==> src/rtl/fifo_rr_arbiter.sv <==
// fifo_rr_arbiter
//   Drains NUM_FIFOS first-word-fall-through input FIFOs into one shared
//   output FIFO, at most one word per clock. Arbitration is round-robin.
//   Popping stops while the output FIFO signals almost-full. The block also
//   latches the almost-full threshold during INIT and drives it to the FIFOs.
//
// Build option:
//   ARB_STRICT_PRIO_EN  defined   -> lowest eligible index always wins and
//                                    the round-robin pointer is tied to 0.
//                       undefined -> round-robin from rr_ptr (default).
//
// Ports:
//   clk              rising-edge clock
//   reset            asynchronous reset, active low
//   init             configuration request; thr_in is sampled while in INIT
//   thr_in           almost-full threshold to latch
//   fifo_empty       per-FIFO empty flags
//   fifo_data        head words; FIFO i at [i*BITNUMBER +: BITNUMBER]
//   out_almost_full  back-pressure from the output FIFO
//   fifo_rd          one-hot pop strobes (combinational)
//   out_wr           push strobe to the output FIFO (registered)
//   out_data         word to push (registered, holds when out_wr=0)
//   thr_out          latched threshold
//   state            FSM state: RESET=00 INIT=01 IDLE=10 ACTIVE=11
//   idle             high while state is IDLE

module fifo_rr_arbiter #(
  parameter int BITNUMBER = 8,
  parameter int NUM_FIFOS = 4,
  parameter int THR_W     = 3
) (
  input  logic                           clk,
  input  logic                           reset,
  input  logic                           init,
  input  logic [THR_W-1:0]               thr_in,
  input  logic [NUM_FIFOS-1:0]           fifo_empty,
  input  logic [NUM_FIFOS*BITNUMBER-1:0] fifo_data,
  input  logic                           out_almost_full,
  output logic [NUM_FIFOS-1:0]           fifo_rd,
  output logic                           out_wr,
  output logic [BITNUMBER-1:0]           out_data,
  output logic [THR_W-1:0]               thr_out,
  output logic [1:0]                     state,
  output logic                           idle
);

  localparam int PTR_W = $clog2(NUM_FIFOS);

  typedef enum logic [1:0] {
    ST_RESET  = 2'b00,
    ST_INIT   = 2'b01,
    ST_IDLE   = 2'b10,
    ST_ACTIVE = 2'b11
  } st_t;

  st_t                                st;
  logic                               can_pop;
  logic [NUM_FIFOS-1:0]               elig;
  logic [NUM_FIFOS-1:0][BITNUMBER-1:0] lane_data;
  logic [BITNUMBER-1:0]               mux_data;
  logic [PTR_W-1:0]                   rr_ptr;
  logic [PTR_W-1:0]                   grant_idx;
  logic                               grant_vld;
  logic                               pop;

  assign state = st;
  assign idle  = (st == ST_IDLE);

  // init gates popping in the same cycle so a configuration request never
  // races a transfer; a word popped on the previous edge still writes.
  assign can_pop = (st == ST_ACTIVE) & ~out_almost_full & ~init;

  // Per-lane eligibility, pop strobe and AND-masked head word. Because
  // fifo_rd is one-hot, OR-ing the masked words forms the data mux.
  for (genvar i = 0; i < NUM_FIFOS; i++) begin : g_lane
    assign elig[i]      = can_pop & ~fifo_empty[i];
    assign fifo_rd[i]   = grant_vld & (grant_idx == PTR_W'(i));
    assign lane_data[i] = {BITNUMBER{fifo_rd[i]}} & fifo_data[i*BITNUMBER +: BITNUMBER];
  end

  always_comb begin
    mux_data = '0;
    for (int i = 0; i < NUM_FIFOS; i++) mux_data = mux_data | lane_data[i];
  end

  // First eligible index at or above rr_ptr, wrapping to 0.
  always_comb begin
    int j;
    j         = 0;
    grant_vld = 1'b0;
    grant_idx = '0;
    for (int k = 0; k < NUM_FIFOS; k++) begin
      j = int'(rr_ptr) + k;
      if (j >= NUM_FIFOS) j = j - NUM_FIFOS;
      if (!grant_vld && elig[j[PTR_W-1:0]]) begin
        grant_vld = 1'b1;
        grant_idx = j[PTR_W-1:0];
      end
    end
  end

  assign pop = grant_vld;

`ifdef ARB_STRICT_PRIO_EN
  // Fixed priority: search always starts at FIFO 0.
  assign rr_ptr = '0;
`else
  always_ff @(posedge clk or negedge reset) begin
    if (!reset)
      rr_ptr <= '0;
    else if (grant_vld)
      rr_ptr <= (grant_idx == PTR_W'(NUM_FIFOS-1)) ? '0 : grant_idx + 1'b1;
  end
`endif

  always_ff @(posedge clk or negedge reset) begin
    if (!reset) begin
      st      <= ST_RESET;
      thr_out <= '0;
    end else begin
      case (st)
        ST_RESET: st <= ST_INIT;
        ST_INIT: begin
          thr_out <= thr_in;
          if (!init) st <= ST_IDLE;
        end
        ST_IDLE: begin
          if (init)              st <= ST_INIT;
          else if (!(&fifo_empty)) st <= ST_ACTIVE;
        end
        ST_ACTIVE: begin
          if (init)                        st <= ST_INIT;
          else if ((&fifo_empty) && !pop)  st <= ST_IDLE;
        end
        default: st <= ST_RESET;
      endcase
    end
  end

  // One-stage data pipe: popped word lands in out_data on the pop edge.
  always_ff @(posedge clk or negedge reset) begin
    if (!reset) begin
      out_wr   <= 1'b0;
      out_data <= '0;
    end else begin
      out_wr <= pop;
      if (pop) out_data <= mux_data;
    end
  end

endmodule

==> config.mk <==
export PLATFORM = sky130hd
export DESIGN_NAME = fifo_rr_arbiter
export DESIGN_NICKNAME = d
export VERILOG_FILES = /design/src/rtl/fifo_rr_arbiter.sv
export SDC_FILE = /design/constraint.sdc
export NUM_CORES = 1
export LEC_CHECK = 0
export ABC_AREA = 1
export ABC_CLOCK_PERIOD_IN_PS = 5500
export BUFFER_PORTS_ARGS = -buffer_cell sky130_fd_sc_hd__buf_2
export CAP_MARGIN = 20
export CORE_MARGIN = 5
export CORE_UTILIZATION = 25
export DETAILED_ROUTE_END_ITERATION = 12
export SYNTH_ARGS = -nofsm -noshare
export SYNTH_HDL_FRONTEND = slang
export SYNTH_SLANG_ARGS = --single-unit
==> constraint.sdc <==
create_clock -name clk -period 5.5 [get_ports clk]
set_input_delay 0.275 -clock clk [delete_from_list [all_inputs] [get_ports clk]]
set_output_delay 0.275 -clock clk [all_outputs]
set_load 0.01 [all_outputs]
==> results of run 1 <==
-- per-layer routing --
| metal | share of wire (%) | global-route usage [%] | vias to the layer above |
|---|---|---|---|
| met5 | 0 | 0 | - |
| met4 | 1.0 | 3.04 | 0 |
| met3 | 4.7 | 1.21 | 2 |
| met2 | 48 | 16.2 | 30 |
| met1 | 46 | 13.2 | 563 |
| li1 | - | - | 682 |
-- cell families after synthesis --
family / after synthesis / synth area share, %
AND/OR/NAND/NOR: 85 / 32.9
multiplexers: 3 / 2.64
XOR/XNOR: 1 / 1.27
flip-flops: 16 / 31.3
AO/OA/AOI/OAI: 21 / 12.7
buffers and inverters: 48 / 15.3
adder cells (fa/ha/maj): 4 / 3.91
-- registers in the layout, summed over array words and instances, names as in the netlist --
| register | cells |
|---|---|
| out_data | 8 |
| out_wr | 1 |
| thr_out | 3 |
| state | 2 |
| rr_ptr | 2 |
-- where the power goes --
part / switching (mW) / leakage [nW] / internal (mW)
Clock: 0.0360 / 0.0216 / 0.0484
Combinational: 0.432 / 0.779 / 0.282
Sequential: 0.0376 / 0.184 / 0.176
-- synthesized netlist by cell type, drive strengths merged --
master  number
nand4        2
nor2        40
and3         1
xnor2        1
a22o         8
buf          3
nor4         1
mux2         3
o211ai       8
a21oi        1
ha           4
o21ai        4
clkinv       1
inv         43
clkbuf       1
nand3       18
dfrtp       16
nand2       23
-- worst max-delay path by stage --
stage	start	end	cells after the start
after global routing	rr_ptr[0]$_DFFE_PN0N_	fifo_rd[3]	11
final	rr_ptr[0]$_DFFE_PN0N_	fifo_rd[0]	12
after floorplan	state[0]$_DFFE_PN0P_	out_data[0]$_DFFE_PN0N_	17
after global placement	rr_ptr[0]$_DFFE_PN0N_	out_data[1]$_DFFE_PN0N_	14
after detailed placement	rr_ptr[0]$_DFFE_PN0N_	out_data[1]$_DFFE_PN0N_	14
after CTS	rr_ptr[0]$_DFFE_PN0N_	fifo_rd[3]	11
-- placed cells by master (no fill, tap or decap), drive strengths merged --
master        n
dlygate4sd3   1
mux2          3
nor4          1
nand2        23
clkbuf        3
ha            4
o211ai        8
nand3        18
and3          1
inv          43
nand4         2
o21ai         4
xnor2         1
a22o          8
dfrtp        16
clkinv        1
a21oi         1
buf          61
nor2         40
-- final cells by class --
type / instances / share of cell area (%)
tap: 70 / 5.17
sequential: 16 / 23.7
clock buffer: 3 / 2.44
timing repair buffer: 62 / 18.6
inverter: 44 / 9.76
multi-input combinational: 114 / 40.4
==> out/metrics.yaml, run 1 <==
critical_path:
  cp.arrival_ns: 2.59
  cpPeakStageDelay_ns: 0.49
  endpoint_kind: "output port"
  cp_top_family: "simple AND/OR/NAND/NOR gates"
  critical_path.most_common_cell: "inv_1"
  worst-setup-path-type: "reg -> out"
  cpMaxStageDelayCell: "dfrtp_1"
  r2r-end: "out_data[4]$_DFFE_PN0N_"
  cp.required_ns: 5.22
  reg2reg_slack_ns: 2.85
  worstSetupStartpointType: "flop"
  cp_num_buf_inv: 5
  r2r_start: "rr_ptr[0]$_DFFE_PN0N_"
  path_max_fanout: 24
  crit_chain: "xnor2_2, clkinv_1, nand3_1, nand2_2, nand4_4, inv_1, o21ai_2, inv_1, ha_1, nand2_1, inv_1, buf_2"
  reg2reg_depth: 14
clock_tree:
  clock-root-buffer: "clkbuf_8"
  clk_pin_slew_ns: 0.06
  clockBufferDepth: 2
  clock_sinks: 16
  cts_tree: "done"
  ctsHoldBuffers: 1
  cts-resized-gates: 0
  insertion_delay_ns: 0.24
  htreeDepth: 1
  cts_buffers: 3
  post-cts-setup-buffers: 0
synthesis:
  synth_cell_types: 27
  ys_ff_latch: 16
  netlist_instances: 178
  synth_area_sq_um: 1280
  synth_fp_nets: 225
  avgSynthCellArea_sq_um: 7.18
  synth_top_area_share_pct: 31.3
  synthTopCellsByArea: "dfrtp_1 (31%), inv_1 (12%), nor2_1 (11%), nand2_1 (6.2%), a22o_1 (5.5%)"
  yosys.area.top_type: "dfrtp_1"
  ys_warn_count: 0
  seq_area_frac_synth_pct: 31.3
run_status:
  status: "completed"
run:
  cap_violations: 0
sta:
  rsz0062_at_grt: "false"
  min_period_ns: 2.87
  fin_skew_ns: 0.00507
  tns_ns: 0
  hold_viol: 0
  max-slew-margin-rel_pct: 74.7
  setup_viol: 0
  tightestPinTransition_ns: 0.380
  slew_violations: 0
  min_period_over_period_pct: 52.1
  holdWs_ns: 0.263
  timing.fmax_mhz: 349
  fin_ws_ns: 2.63
layout:
  fin_cells: 309
  postLayoutCoreUtil_pct: 33.6
  regArea_sq_um: 400
  final_cell_area_sq_um: 1690
  areaGrowthSynthToFinish_pct: 32.4
  drive_gt1_share_pct: 34.7
  layout.nets: 288
  fillers: 560
  multi_input_area_sq_um: 683
  antenna_cells: 0
detailed_routing:
  drcViolationCount: 0
  num_vias: 1277
  vias_per_cell: 4.13
  ant_nets: 0
  post_drt_wl_per_cell_um: 10.4
  wl_um: 3220
  drtIter0Drc: 81
  dr.pass1.iters: 5
die:
  core.rowCount: 26
  die_h_um: 81.5
  core_area_sq_um: 5040
  die_w_um: 81.5
  die-area_sq_um: 6650
  io_pins: 62
  initial_utilization_pct: 25.4
placed_design:
  place_ws_ns: 2.85
  dp_hpwl_um: 2810
  gp_congestion: 0.772
  dp_cells: 305
  io_buffers: 61
  placed_area_sq_um: 1640
global_route:
  grtUsageTotal_pct: 9.78
  grt_overflow: 0
  grt_pass1_vias: 1228
  antenna_found_initial: 0
  grt_pass1_wl_um: 5240
  grt_max_degree: 25
power_and_ir_drop:
  p_per_area_nw_per_um2: 598
  p_leak_nw: 0.984
  finalPower_mw: 1.01
  irDropWorstVdd_mv: 0.150
worst_hold_path:
  min-delay-start: "thr_in[0]"
  min_to: "thr_out[0]$_DFFE_PN0N_"
  min_path_type: "in -> reg"
  min_path_cells: 2
No activity file was read; power rests on OpenSTA's default activity.
==> inputs of run 2 (changes only) <==
--- a/config.mk
+++ b/config.mk
@@ -6,7 +6,7 @@
 export NUM_CORES = 1
 export LEC_CHECK = 0
 export ABC_AREA = 1
-export ABC_CLOCK_PERIOD_IN_PS = 5500
+export ABC_CLOCK_PERIOD_IN_PS = 2600
 export BUFFER_PORTS_ARGS = -buffer_cell sky130_fd_sc_hd__buf_2
 export CAP_MARGIN = 20
 export CORE_MARGIN = 5
==> constraint.sdc (replaced) <==
create_clock -name clk -period 2.6 [get_ports clk]
set_input_delay 0.13 -clock clk [delete_from_list [all_inputs] [get_ports clk]]
set_output_delay 0.13 -clock clk [all_outputs]
set_load 0.01 [all_outputs]
==> run 2 against run 1 <==
Effect of this change: final cell count increased by 1.6%; via count increased by 0.39%; register-to-register slack got worse by 2.6 ns; largest cell class unchanged; largest power group unchanged; clock skew decreased by 0.0016 ns; total power increased by 120%; sequential power increased by 110%; sequential share of layout area decreased by 0.73 points; routed wire length increased by 5.6%; die area unchanged; combinational power increased by 130%; critical path depth increased by 1.
==> out/metrics.yaml, run 2 (same netlist as run 1, synthesis figures left out) <==
worst_hold_path:
  min_path_type: "in -> reg"
run_status:
  status: "completed"
critical_path:
  crit_chain: "xnor2_2, buf_4, nand3_1, nand2_2, and3_1, nand2_1, nor2_1, nor2_4, inv_2, ha_1, nand2_1, inv_1, buf_2"
  critPathLaunch: "rr_ptr[1]$_DFFE_PN0N_"
  cp.required_ns: 2.47
  worst-setup-path-type: "reg -> out"
  cp.arrival_ns: 2.33
  endpoint_kind: "output port"
  cpMaxStageDelayCell: "dfrtp_1"
  endpoint: "fifo_rd[2]"
  critical_path.most_common_cell: "nand2_1"
  cpPeakStageDelay_ns: 0.46
  worstSetupStartpointType: "flop"
  path_max_fanout: 4
  r2r_start: "state[1]$_DFFE_PN0P_"
  r2r-end: "out_data[4]$_DFFE_PN0N_"
  reg2reg_slack_ns: 0.23
  reg2reg_depth: 16
power_and_ir_drop:
  finalPower_mw: 2.27
  pwr-share-clk_pct: 8.0
  swShare_pct: 48.8
  p_comb_share_pct: 71.9
  seqPwrFrac_pct: 20.1
  switchingPower_mw: 1.10
  irDropWorstVdd_mv: 0.376
  p_leak_nw: 1.01
  p_per_area_nw_per_um2: 1290
  p_int_mw: 1.16
sta:
  timing.fmax_mhz: 406
  slew_violations: 0
  max-slew-margin-rel_pct: 75.0
  fin_skew_ns: 0.00351
  setup_viol: 0
  min_period_ns: 2.46
  min_period_over_period_pct: 94.8
  tightestPinTransition_ns: 0.375
  hold_viol: 0
  rsz0062_at_grt: "true"
die:
  die_h_um: 81.5
  die-area_sq_um: 6650
  die_w_um: 81.5
  core_area_sq_um: 5040
  io_pins: 62
  core.rowCount: 26
  initial_utilization_pct: 25.4
clock_tree:
  clockBufferDepth: 2
  clock_sinks: 16
  cts_tree: "done"
  clock-root-buffer: "clkbuf_8"
  clk_pin_slew_ns: 0.06
  cts_buffers: 3
  insertion_delay_ns: 0.25
  htreeDepth: 1
run:
  cap_violations: 0
layout:
  final_common_cell: "buf_2"
  top_register: "out_data"
  areaGrowthSynthToFinish_pct: 37.5
  final_cell_mix: "buf_2 (61), inv_1 (40), nor2_1 (38)"
  postLayoutCoreUtil_pct: 34.9
  antenna_cells: 0
  largestRegisters: "out_data (8), thr_out (3)"
  largest_register_ffs: 8
  layout.nets: 293
  drive_gt1_share_pct: 39.3
detailed_routing:
  drtIter0Drc: 42
  vias_per_cell: 4.08
  drcViolationCount: 0
  ant_nets: 0
  wl_um: 3400
  post_drt_wl_per_cell_um: 10.8
  num_vias: 1282
  dr.pass1.iters: 4
placed_design:
  gp_congestion: 0.853
  dp_hpwl_um: 2860
  io_buffers: 61
global_route:
  grt_pass1_vias: 1223
  grtUsageTotal_pct: 9.95
  grt_max_degree: 24
  grt_overflow: 0
  antenna_found_initial: 0
  grt_pass1_wl_um: 5210
[run 2: layer usage]
metal / global-route usage [%] / part of all wire (%) / up-vias
met5: 0 / 0 / -
met4: 4.56 / 1.5 / 0
met3: 1.75 / 6.6 / 4
met2: 17.2 / 51 / 25
met1: 11.9 / 41 / 564
li1: - / - / 689
[run 2: worst max-delay path, delay by kind of cell, from the launching register on]
kind	cells	cell delay, ns
buf+inv	4	0.39
simple gates	7	0.79
xor+xnor	1	0.21
flops	1	0.46
fa+ha+maj	1	0.21
[run 2: final cells by class]
cell class	count	area [sq um]
clock buffer	3	41.3
fill	562	3280
inverter	44	165
multi-input combinational	114	708
sequential	16	403
tap	70	87.6
timing repair buffer	67	353
[run 2: through the flow]
stage | cell area (sq um) | TNS [ns] | hold WS (ns) | cells | worst slack, ns
after floorplan | 1280 | 0 | -0.166 | 178 | 0.237
after global placement | 1660 | 0 | 0.0741 | 308 | 0.122
after detailed placement | 1660 | 0 | 0.0713 | 308 | 0.0979
after CTS | 1720 | 0 | 0.105 | 312 | 0.00818
after global routing | 1760 | -0.0904 | 0.117 | 314 | -0.0367
final | 1760 | 0 | 0.112 | 314 | 0.136
[run 2: how the worst min path moves through the flow]
stage,startpoint,end,cells after the start
2_1_floorplan,reset,out_data[0]$_DFFE_PN0N_,0
3_3_place_gp,reset,out_wr$_DFF_PN0_,1
3_5_place_dp,reset,out_data[4]$_DFFE_PN0N_,1
4_1_cts,thr_in[0],thr_out[0]$_DFFE_PN0N_,2
5_1_grt,thr_in[0],thr_out[0]$_DFFE_PN0N_,2
6_report,thr_in[0],thr_out[0]$_DFFE_PN0N_,2
[run 2: timing repair]
action                                  4_1_cts  5_1_grt
pin swaps                                     0        1
setup buffers                                 0        2
endpoints found under the setup margin        1       12
endpoints found under the hold margin        16        0
resized for setup                             1        8
hold buffers                                  1        0
[run 2: power by group through the flow]
| stage | logic (mW) | registers, mW | clock network, mW |
|---|---|---|---|
| 6_report | 1.63 | 0.455 | 0.182 |
| 5_1_grt | 1.87 | 0.469 | 0.201 |
| 3_5_place_dp | 1.62 | 0.455 | 0 |
| 4_1_cts | 1.62 | 0.453 | 0.193 |
| 3_3_place_gp | 1.61 | 0.455 | 0 |
| 2_1_floorplan | 1.19 | 0.472 | 0 |
==> inputs of run 3 (changes only) <==
--- a/config.mk
+++ b/config.mk
@@ -5,12 +5,12 @@
 export SDC_FILE = /design/constraint.sdc
 export NUM_CORES = 1
 export LEC_CHECK = 0
-export ABC_AREA = 1
 export ABC_CLOCK_PERIOD_IN_PS = 2600
 export BUFFER_PORTS_ARGS = -buffer_cell sky130_fd_sc_hd__buf_2
 export CAP_MARGIN = 20
 export CORE_MARGIN = 5
 export CORE_UTILIZATION = 25
+export CTS_CLUSTER_SIZE = 14
 export DETAILED_ROUTE_END_ITERATION = 12
 export SYNTH_ARGS = -nofsm -noshare
 export SYNTH_HDL_FRONTEND = slang
==> run 3 against run 2 <==
Effect of this change: non-clock buffer count is 4 lower; synthesized area down 25%; combinational power down 87%; synthesized cell count decreased by 49%; critical path depth is 6 lower; total power decreased by 66%; sequential power is 28% lower; routed wire length fell by 17%.
==> out/metrics.yaml, run 3 <==
critical_path:
  worstSetupStartpointType: "flop"
  r2r-end: "out_data[6]$_DFFE_PN0N_"
  r2r_start: "state[0]$_DFFE_PN0P_"
  path_max_fanout: 9
  endpoint_kind: "output port"
  cp.required_ns: 2.47
  reg2reg_slack_ns: 0.57
  cp.arrival_ns: 2.14
  reg2reg_depth: 7
  critPathLaunch: "state[0]$_DFFE_PN0P_"
  worst-setup-path-type: "reg -> out"
global_route:
  antenna_found_initial: 0
  grt_pass1_vias: 958
  grt_overflow: 0
  grtUsageTotal_pct: 11.2
  grt_max_degree: 17
  busiest_layer: "met2"
  grt.met2_usage_pct: 20.2
  grtUsageMet3_pct: 3.32
  grt_pass1_wl_um: 4530
  use_met1_pct: 12.3
worst_hold_path:
  min_path_type: "in -> reg"
  min_path_cells: 2
  min-delay-start: "init"
  min_to: "state[1]$_DFFE_PN0P_"
detailed_routing:
  drtIter0Drc: 35
  dr.pass1.iters: 4
  post_drt_wl_per_cell_um: 14.1
  num_vias: 928
  vias_per_cell: 4.66
  drcViolationCount: 0
  ant_nets: 0
  wl_um: 2810
run_status:
  status: "completed"
synthesis:
  synth_top_area_share_pct: 41.7
  seq_area_frac_synth_pct: 41.7
  avgSynthCellArea_sq_um: 10.7
  synth_cell_types: 26
  ys_ff_latch: 16
  synth_fp_nets: 137
  synth_commonest_cells: "a22oi_1 (16), dfrtp_1 (16), nor2_1 (11), a31oi_2 (6)"
  ys_warn_count: 0
  synth_edf_count: 0
  synth_xor_area_share_pct: 0
  synth_fa_ha_area_share_pct: 5.22
  synth_simple_gate_area_share_pct: 14.2
  async_flop_share_pct: 100
  synth_top_family_by_area: "compound AO/OA/AOI/OAI gates"
  synthTopCellsByArea: "dfrtp_1 (42%), a22oi_1 (13%), a31oi_2 (7.8%), ha_1 (5.2%), mux2_2 (4.7%)"
  synth_compound_area_share_pct: 29.5
  yosys.area.top_type: "dfrtp_1"
  synth_area_sq_um: 960
  muxShareOfSynthArea_pct: 4.69
  netlist_instances: 90
  ys.flop_type: "dfrtp_1"
die:
  io_pins: 62
  core_area_sq_um: 3690
  die-area_sq_um: 5180
  die_w_um: 72.0
  core.rowCount: 22
  initial_utilization_pct: 26.0
  die_h_um: 72.0
sta:
  slew_violations: 0
  tightestPinTransition_ns: 0.740
  min_period_over_period_pct: 87.3
  max-slew-margin-rel_pct: 50.3
  tns_ns: 0
  timing.fmax_mhz: 440
  hold_viol: 0
  setup_viol: 0
  rsz0062_at_grt: "false"
  min_period_ns: 2.27
  fin_skew_ns: 0.00117
clock_tree:
  clock_sinks: 16
  insertion_delay_ns: 0.25
  htreeDepth: 1
  clk_pin_slew_ns: 0.06
  cts-resized-gates: 0
  cts_tree: "done"
  clockBufferDepth: 2
  clock-root-buffer: "clkbuf_8"
  cts_buffers: 3
placed_design:
  dp_cells: 194
  io_buffers: 61
  dp_hpwl_um: 2330
  gp_congestion: 0.727
layout:
  drive_gt1_share_pct: 51.7
  final_common_cell: "buf_2"
  fillers: 397
  regArea_sq_um: 400
  multi_input_area_sq_um: 514
  fin_cells: 199
  top_register: "out_data"
  largestRegisters: "out_data (8), thr_out (3)"
  areaGrowthSynthToFinish_pct: 41.7
  antenna_cells: 0
  final_cell_mix: "buf_2 (61), a22oi_1 (16), dfrtp_1 (16)"
  layout.nets: 199
  largest_register_ffs: 8
run:
  cap_violations: 0
power_and_ir_drop:
  irDropWorstVdd_mv: 0.332
  finalPower_mw: 0.766
  p_per_area_nw_per_um2: 563
  p_leak_nw: 0.652
run 3: layout make-up:
cell class,instances,area share (%)
clock buffer,4,4.05
multi-input combinational,66,37.8
sequential,16,29.4
timing repair buffer,63,23.7
tap,48,4.42
inverter,2,0.552
run 3: power breakdown:
| group | internal [mW] | switching, mW |
|---|---|---|
| Combinational | 0.110 | 0.109 |
| Sequential | 0.298 | 0.0303 |
| Clock | 0.134 | 0.0848 |
| Total | 0.542 | 0.224 |
run 3: worst max path at each step:
stage / end / slack [ns] / cells past startpoint
final: fifo_rd[1] / 0.33 / 7
after detailed placement: out_data[3]$_DFFE_PN0N_ / 0.59 / 7
after CTS: fifo_rd[3] / 0.30 / 7
after global routing: fifo_rd[3] / 0.08 / 7
after floorplan: out_data[3]$_DFFE_PN0N_ / 0.74 / 8
after global placement: fifo_rd[3] / 0.69 / 7
run 3: critical path, cell delays in order (launching register included):
cell and delay, ns:
dfrtp_1 0.42, nand2_2 0.10, nor3_1 0.26, o2111ai_1 0.26
inv_1 0.15, ha_1 0.37, and2_1 0.19, buf_2 0.13
run 3: through the flow:
stage / cell area [sq um] / worst slack (ns) / hold WS, ns / util (%)
2_1_floorplan: 960 / 0.742 / -0.166 / -
3_3_place_gp: 1290 / 0.686 / 0.0610 / 35.1
3_5_place_dp: 1290 / 0.588 / 0.0705 / 35.1
4_1_cts: 1360 / 0.302 / 0.107 / 36.9
5_1_grt: 1360 / 0.0828 / 0.113 / 36.9
6_report: 1360 / 0.329 / 0.114 / 36.9
run 3: repair_timing:
action / 4_1_cts / 5_1_grt
buffers inserted: 0 / 0
hold endpoints to repair: 16 / 0
hold buffers: 1 / 0
run 3: cells by family after synthesis:
group                      Yosys count
and+or+nand+nor                     24
muxes                                4
DFF                                 16
AOI/OAI and AO/OA                   34
buffers and inverters                8
adders and majority gates            4
run 3: per-layer routing:
metal	share of wire [%]	vias to the layer above
met1	36	427
met4	1.5	0
li1	-	461
met3	6.7	4
met5	0	-
met2	56	36
